===== config.mk =====
export PLATFORM = sky130hd
export DESIGN_NAME = rv_multicycle_ctrl
export DESIGN_NICKNAME = d
export VERILOG_FILES = /design/src/rtl/rv_multicycle_ctrl.sv
export SDC_FILE = /design/constraint.sdc
export NUM_CORES = 1
export LEC_CHECK = 0
export ABC_AREA = 0
export CAP_MARGIN = 40
export CORE_ASPECT_RATIO = 1.25
export CORE_MARGIN = 4
export CORE_UTILIZATION = 54
export DETAILED_ROUTE_END_ITERATION = 12
export GPL_ROUTABILITY_DRIVEN = 0
export PLACE_DENSITY = 0.89
export RECOVER_POWER = 50
export SYNTH_ARGS = -nofsm -noshare
export SYNTH_HDL_FRONTEND = slang
export SYNTH_SLANG_ARGS = --single-unit

===== constraint.sdc =====
create_clock -name clk_in -period 4.3 [get_ports clk_in]
set_clock_uncertainty 0.2 [all_clocks]
set_input_delay 1.075 -clock clk_in [delete_from_list [all_inputs] [get_ports clk_in]]
set_output_delay 1.075 -clock clk_in [all_outputs]
set_load 0.05 [all_outputs]

===== src/rtl/rv_multicycle_ctrl.sv =====
//==============================================================================
// Module      : rv_multicycle_ctrl
// Description : Multi-cycle RISC-V control FSM (fetch/decode/execute/mem/wb)
//               with memory-timeout and illegal-opcode traps.
// Revision    : 1.0 - initial release
//==============================================================================
`default_nettype none

module rv_multicycle_ctrl #(
    parameter int MEM_TIMEOUT = 16,
    parameter int CNT_W       = 32
) (
    input  logic             clk_in,
    input  logic             rst_in,
    input  logic [6:0]       opcode_in,
    input  logic [2:0]       funct3_in,
    input  logic             imem_ready_in,
    input  logic             dmem_ready_in,
    input  logic             branch_taken_in,
    output logic             imem_req_out,
    output logic             ir_write_out,
    output logic             dmem_req_out,
    output logic             dmem_we_out,
    output logic             alu_src_b_sel_out,
    output logic [1:0]       alu_op_out,
    output logic             reg_write_out,
    output logic             pc_write_out,
    output logic             pc_src_out,
    output logic [2:0]       state_out,
    output logic             trap_out,
    output logic [1:0]       trap_cause_out,
    output logic [CNT_W-1:0] instret_out
);

    localparam int              TW       = $clog2(MEM_TIMEOUT);
    localparam logic [TW-1:0]   TO_LIMIT = TW'(MEM_TIMEOUT - 1);

    typedef enum logic [2:0] {
        S_FETCH   = 3'd0,
        S_DECODE  = 3'd1,
        S_EXECUTE = 3'd2,
        S_MEM     = 3'd3,
        S_WB      = 3'd4,
        S_TRAP    = 3'd5
    } state_t;

    typedef enum logic [2:0] {
        K_R      = 3'd0,
        K_I      = 3'd1,
        K_LOAD   = 3'd2,
        K_STORE  = 3'd3,
        K_BRANCH = 3'd4
    } cls_t;

    state_t           r_state;
    cls_t             r_cls;
    logic [TW-1:0]    r_cnt;
    logic [1:0]       r_cause;
    logic [CNT_W-1:0] r_instret;

    state_t     w_next_state;
    cls_t       w_dec_cls;
    logic       w_illegal;
    logic [1:0] w_next_cause;
    logic       w_retire;
    logic       w_timeout;
    logic       w_imem_req, w_ir_write, w_dmem_req, w_dmem_we;
    logic       w_src_b, w_reg_write, w_pc_write, w_pc_src, w_trap;
    logic [1:0] w_alu_op;

    // funct3 is consumed by the ALU decoder downstream, not by sequencing
    logic w_unused;
    assign w_unused = ^funct3_in;

    assign w_timeout = (r_cnt == TO_LIMIT);

    always_comb begin
        w_dec_cls = K_R;
        w_illegal = 1'b0;
        case (opcode_in)
            7'b0110011: w_dec_cls = K_R;
            7'b0010011: w_dec_cls = K_I;
            7'b0000011: w_dec_cls = K_LOAD;
            7'b0100011: w_dec_cls = K_STORE;
            7'b1100011: w_dec_cls = K_BRANCH;
            default:    w_illegal = 1'b1;
        endcase
    end

    always_comb begin
        w_next_state = r_state;
        w_next_cause = r_cause;
        w_retire     = 1'b0;
        w_imem_req   = 1'b0;
        w_ir_write   = 1'b0;
        w_dmem_req   = 1'b0;
        w_dmem_we    = 1'b0;
        w_src_b      = 1'b0;
        w_alu_op     = 2'b00;
        w_reg_write  = 1'b0;
        w_pc_write   = 1'b0;
        w_pc_src     = 1'b0;
        w_trap       = 1'b0;

        // ALU controls stay stable from EXECUTE through WB of one instruction
        if (r_state == S_EXECUTE || r_state == S_MEM || r_state == S_WB) begin
            case (r_cls)
                K_R:      begin w_src_b = 1'b0; w_alu_op = 2'b10; end
                K_I:      begin w_src_b = 1'b1; w_alu_op = 2'b10; end
                K_LOAD,
                K_STORE:  begin w_src_b = 1'b1; w_alu_op = 2'b00; end
                K_BRANCH: begin w_src_b = 1'b0; w_alu_op = 2'b01; end
                default:  begin w_src_b = 1'b0; w_alu_op = 2'b00; end
            endcase
        end

        case (r_state)
            S_FETCH: begin
                w_imem_req = 1'b1;
                if (imem_ready_in) begin
                    w_ir_write   = 1'b1;
                    w_next_state = S_DECODE;
                end else if (w_timeout) begin
                    w_next_state = S_TRAP;
                    w_next_cause = 2'b10;
                end
            end
            S_DECODE: begin
                if (w_illegal) begin
                    w_next_state = S_TRAP;
                    w_next_cause = 2'b01;
                end else begin
                    w_next_state = S_EXECUTE;
                end
            end
            S_EXECUTE: begin
                if (r_cls == K_BRANCH) begin
                    w_pc_write   = 1'b1;
                    w_pc_src     = branch_taken_in;
                    w_retire     = 1'b1;
                    w_next_state = S_FETCH;
                end else if (r_cls == K_LOAD || r_cls == K_STORE) begin
                    w_next_state = S_MEM;
                end else begin
                    w_next_state = S_WB;
                end
            end
            S_MEM: begin
                w_dmem_req = 1'b1;
                w_dmem_we  = (r_cls == K_STORE);
                if (dmem_ready_in) begin
                    if (r_cls == K_STORE) begin
                        w_pc_write   = 1'b1;
                        w_retire     = 1'b1;
                        w_next_state = S_FETCH;
                    end else begin
                        w_next_state = S_WB;
                    end
                end else if (w_timeout) begin
                    w_next_state = S_TRAP;
                    w_next_cause = 2'b11;
                end
            end
            S_WB: begin
                w_reg_write  = 1'b1;
                w_pc_write   = 1'b1;
                w_retire     = 1'b1;
                w_next_state = S_FETCH;
            end
            S_TRAP: begin
                w_trap = 1'b1;
            end
            default: begin
                w_next_state = S_TRAP;
                w_next_cause = 2'b01;
            end
        endcase
    end

    always_ff @(posedge clk_in) begin
        if (rst_in) begin
            r_state   <= S_FETCH;
            r_cls     <= K_R;
            r_cnt     <= '0;
            r_cause   <= 2'b00;
            r_instret <= '0;
        end else begin
            r_state <= w_next_state;
            r_cause <= w_next_cause;
            if (w_retire)
                r_instret <= r_instret + 1'b1;
            if (r_state == S_DECODE)
                r_cls <= w_dec_cls;
            if (w_next_state != r_state)
                r_cnt <= '0;
            else if ((r_state == S_FETCH && !imem_ready_in) ||
                     (r_state == S_MEM   && !dmem_ready_in))
                r_cnt <= r_cnt + 1'b1;
        end
    end

    assign imem_req_out      = w_imem_req  & ~rst_in;
    assign ir_write_out      = w_ir_write  & ~rst_in;
    assign dmem_req_out      = w_dmem_req  & ~rst_in;
    assign dmem_we_out       = w_dmem_we   & ~rst_in;
    assign alu_src_b_sel_out = w_src_b     & ~rst_in;
    assign alu_op_out        = w_alu_op    & {2{~rst_in}};
    assign reg_write_out     = w_reg_write & ~rst_in;
    assign pc_write_out      = w_pc_write  & ~rst_in;
    assign pc_src_out        = w_pc_src    & ~rst_in;
    assign trap_out          = w_trap      & ~rst_in;
    assign trap_cause_out    = r_cause     & {2{~rst_in}};
    assign state_out         = r_state;
    assign instret_out       = r_instret;

endmodule

`default_nettype wire

Word-level counts from Yosys, hierarchy flattened. Index checks and enable logic that the tools add are counted.

$add $sub $neg: 2. Multipliers: 0. Divide/modulo/power cells: 0. Magnitude comparators: 0. Eq/ne operators: 21. Shift operators: 0. Multiplexer cells: 32. Bitwise gates (word level): 13. Reductions and logical operators: 16.

Operators with widths (count): $add A32 B1 Y32 const B (1); $mux W3 (7); $pmux W3 S6 (1); $eq A7 B6 Y1 const B (2); $mux W1 (14); $eq A3 B2 Y1 const B (4); $mux W2 (6); $pmux W3 S4 (1); $ne A2 B2 Y1 const B (5); $and A1 B1 Y1 (9); $eq A3 B3 Y1 const B (3); $pmux W2 S4 (1); $eq A7 B2 Y1 const B (1); $eq A7 B5 Y1 const B (1); $eq A7 B7 Y1 const B (1); $eq A3 B1 Y1 const B (2); $logic_not A3 Y1 (2); $reduce_and A6 Y1 (1); $reduce_or A3 Y1 (2); $reduce_or A5 Y1 (1); $add A4 B1 Y4 const B (1); $and A2 B2 Y2 (2); $eq A4 B4 Y1 const B (1); $logic_or A1 B1 Y1 (4); 7 further kinds (11).

Register bits after elaboration: 44. Bits in latches: 0. Memory bits (writable): 0. Bits in read-only memories: 0. Bits of input ports: 15. Output and inout port bits: 48. Word-level logic and storage cells: 89. Memories kept: 0.

Logic depth before layout (Yosys ltp).
Depth after elaboration: 7. Gate-level depth with buffers: 7. Depth with buffers taken out: 6.

Worst setup path before layout. No wires, ideal clock.

Path kind: flip-flop to output port. From: reg r_state[0], in the netlist state_out[0]. To: out trap_out. Data arrival time: 2.412 ns. Data required time: 3.025 ns. Setup slack: 0.613 ns. Stages on the path, launching flop included: 4. Buffers on the path: 2. Cell sequence: dfxtp_1 > buf_2 > buf_2 > nor3b_1.

Cells in the longest elaborated chain, start to end: 3.

Ends and longest elaborated chain: start, declared (RTL line 55) `state_t r_state;`; start signal, assigned (RTL line 188) `r_state <= w_next_state;`; $eq A3 B3 Y1 (RTL line 117) `case (r_state)`; $mux W1 (RTL line 117); $and A1 B1 Y1 (RTL line 211) `assign trap_out = w_trap & ~rst_in;`; end, declared (RTL line 30) `output logic trap_out,`.

No other way between the ends.

Worst setup path after layout.
From: in rst_in. To: out pc_src_out.

Cells in the longest elaborated chain, start to end: 2.

Ends and longest elaborated chain: start, declared (RTL line 14) `input logic rst_in,`; $not A1 Y1 (RTL line 210) `assign pc_src_out = w_pc_src & ~rst_in;`; $and A1 B1 Y1 (RTL line 210); end, declared (RTL line 28) `output logic pc_src_out,`.

No other way between the ends.

==> results.cfg <==
[logic_synthesis]
yosys.cell_count.top_type = nor2_1
synthesis.area_mm2 = 0.002725
synthesis.nets = 325
netlist.area_leader.share_pct = 32.32
syn_area_per_cell_um2 = 8.848
synthTopCellsByCount = nor2_1, dfxtp_1, xnor2_1
ys_seq_area_share_pct = 32.32
synthArstFlopShare_pct = 0
netlist_instances = 308
ys_types = 56
ys_ff_latch = 44
yosys_most_used_dff = dfxtp_1
synth-edff-count = 0
yosys_warnings = 0
synthTopCellsByArea = dfxtp_1, xnor2_1, a2111oi_2
synth_top_area_cell = dfxtp_1

[outcome]
violations = max-capacitance violations, max-slew violations
status = complete, but fails checks

[placed_design]
dp_hpwl_um = 4391
dp_cells = 411
portBuffers = 59

[setup_path]
critPathLaunchType = primary input
reg2reg_slack_ns = 0.94
critPathArrivalTime_ns = 2.38
critPathKind = in -> out
crit_buf_inv = 3
path_max_fanout = 27
path_cells = clkdlybuf4s50_1 -> buf_4 -> nor2_1 -> and4_1 -> buf_12
slowest_delay_ns = 0.49
critical_path.top_delay_family = buffers and inverters
cp-end-kind = output pin
slowest_stage = clkdlybuf4s50_1
crit_required_ns = 3.02

[layout]
diodes = 0
n_fill_cell = 368
fin_nets = 375
syn_to_final_growth_pct = 24.10
drive_gt1_share_pct = 12.57
fin_cells = 418

[clock_tree]
cts_max_level = 2
clock_latency_ns = 0.29
ctsResizeCount = 0
tritoncts = done
cts_buffer_depth = 2
root_buffer = clkbuf_8
cts_buffers = 5
cts_setup_buffers = 0
cts_sinks = 44
cts_hold_buffers = 0
clk_pin_slew_ns = 0.08

[global_route]
grt_max_degree = 33
grtUsageTotal_pct = 20.83
grt_antenna_before_repair = 0
grt-ovfl-total = 0
grt_pass1_vias = 2464
grt_pass1_wl_um = 10650

[routing]
vias = 2437
dr.pass1.iters = 4
via_per_inst = 5.830
first_iter_violations = 193
routedWlPerCell_um = 14.76
route.detailed.drc = 0
antenna_left = 0
wirelength_um = 6171

[sta]
slew_headroom_pct = -2.047
finalCritPeriodShare_pct = 84.98
tightest_slew_ns = 1.531
fmax_ghz = 0.2737
rsz0062_at_grt = no
setup_tns_ns = 0
setup_viol = 0
period_minus_slack_ns = 3.654
hold_viol = 0
drv_slew = 33
hold-worst-slack_ns = 0.2707

[floorplan]
die_h_um = 87.43
core_area_mm2 = 0.004800
dieArea_mm2 = 0.006254
die_w_um = 71.54
std_cell_rows = 28
start_util_pct = 56.78
ios = 63

[power_and_ir_drop]
leakage_nw = 1.131
pwr_density_cell_mw_per_mm2 = 246.9
peakVddDrop_mv = 0.1922

[flow_run]
drv_cap = 1

[min_path]
min_path_type = reg -> reg
==> per-layer routing <==
layer  track usage (%)  share of wire [%]
met5                 0                  0
met1             24.35                 43
met4             8.718                1.7
met2             36.79                 51
met3             4.042                5.0
==> where the power goes <==
| part | total (W) | switching (W) | leakage (nW) | internal, W |
|---|---|---|---|---|
| clock | 0.000245 | 0.000134 | 0.0410 | 0.000111 |
| combinational | 0.000156 | 0.0000904 | 0.734 | 0.0000658 |
| sequential | 0.000434 | 0.0000193 | 0.355 | 0.000415 |
| total | 0.000835 | 0.000244 | 1.13 | 0.000591 |
==> area by class of cell <==
| type | instances | area (µm²) | share of cell area [%] |
|---|---|---|---|
| clock buffer | 6 | 72.57 | 2.146 |
| tap | 60 | 75.07 | 2.220 |
| multi-input combinational | 236 | 1584 | 46.84 |
| clock inverter | 1 | 5.005 | 0.1480 |
| inverter | 8 | 30.03 | 0.8879 |
| sequential | 44 | 880.8 | 26.05 |
| timing repair buffer | 63 | 734.5 | 21.72 |
==> worst paths after layout <==
kind	start	to	cells past startpoint
setup reg to reg	state_out[2]	instret_out[29]	6
hold reg to reg	r_cause[1]	r_cause[1]	1
setup / recovery	rst_in	pc_src_out	5
hold / removal	r_cause[1]	r_cause[1]	1
==> cell families (layout without fill, tap and decap cells) <==
| logic type | count (synthesis) | in the layout | synth area share [%] |
|---|---|---|---|
| simple gates | 140 | 140 | 27.92 |
| compound gates | 57 | 57 | 20.16 |
| flops | 44 | 44 | 32.32 |
| xor+xnor | 35 | 35 | 11.25 |
| buf+inv | 28 | 78 | 6.657 |
| fa+ha+maj | 2 | 2 | 0.9181 |
| mux | 2 | 2 | 0.7805 |
==> cells in the final DEF (no fill, tap or decap), types with 3 or more instances in the layout <==
cell type and n:
xnor2_1 33, and2_1 3, a21oi_1 13, inv_1 8
nand3_1 13, a211oi_1 14, nand4_1 5, buf_4 4
nand2_1 21, nand2b_1 4, dlygate4sd3_1 16, and4_1 5
buf_12 12, a2111oi_0 8, a2111oi_2 8, clkbuf_8 5
clkdlybuf4s50_1 30, and3_1 5, nor4_1 3, nor2_1 50
nor3_1 9, dfxtp_1 44
==> flip-flops by register name, summed over array words and instances (netlist names) <==
register	count
r_cause	2
state_out	3
r_cnt	4
r_cls	3
instret_out	32
==> per-stage QoR <==
stage | setup slack (ns) | cell area, µm² | util [%] | total power (W)
after floorplan | 0.6133 | 2725 | - | 0.0005494
after global placement | 0.6480 | 3387 | 70.57 | 0.0005987
after detailed placement | 0.6475 | 3387 | 70.57 | 0.0006021
after CTS | 0.6419 | 3465 | 72.18 | 0.0008472
after global routing | 0.5526 | 3382 | 70.46 | 0.0008742
final | 0.6458 | 3382 | 70.46 | 0.0008350
Power figures use the tool's default switching activity.
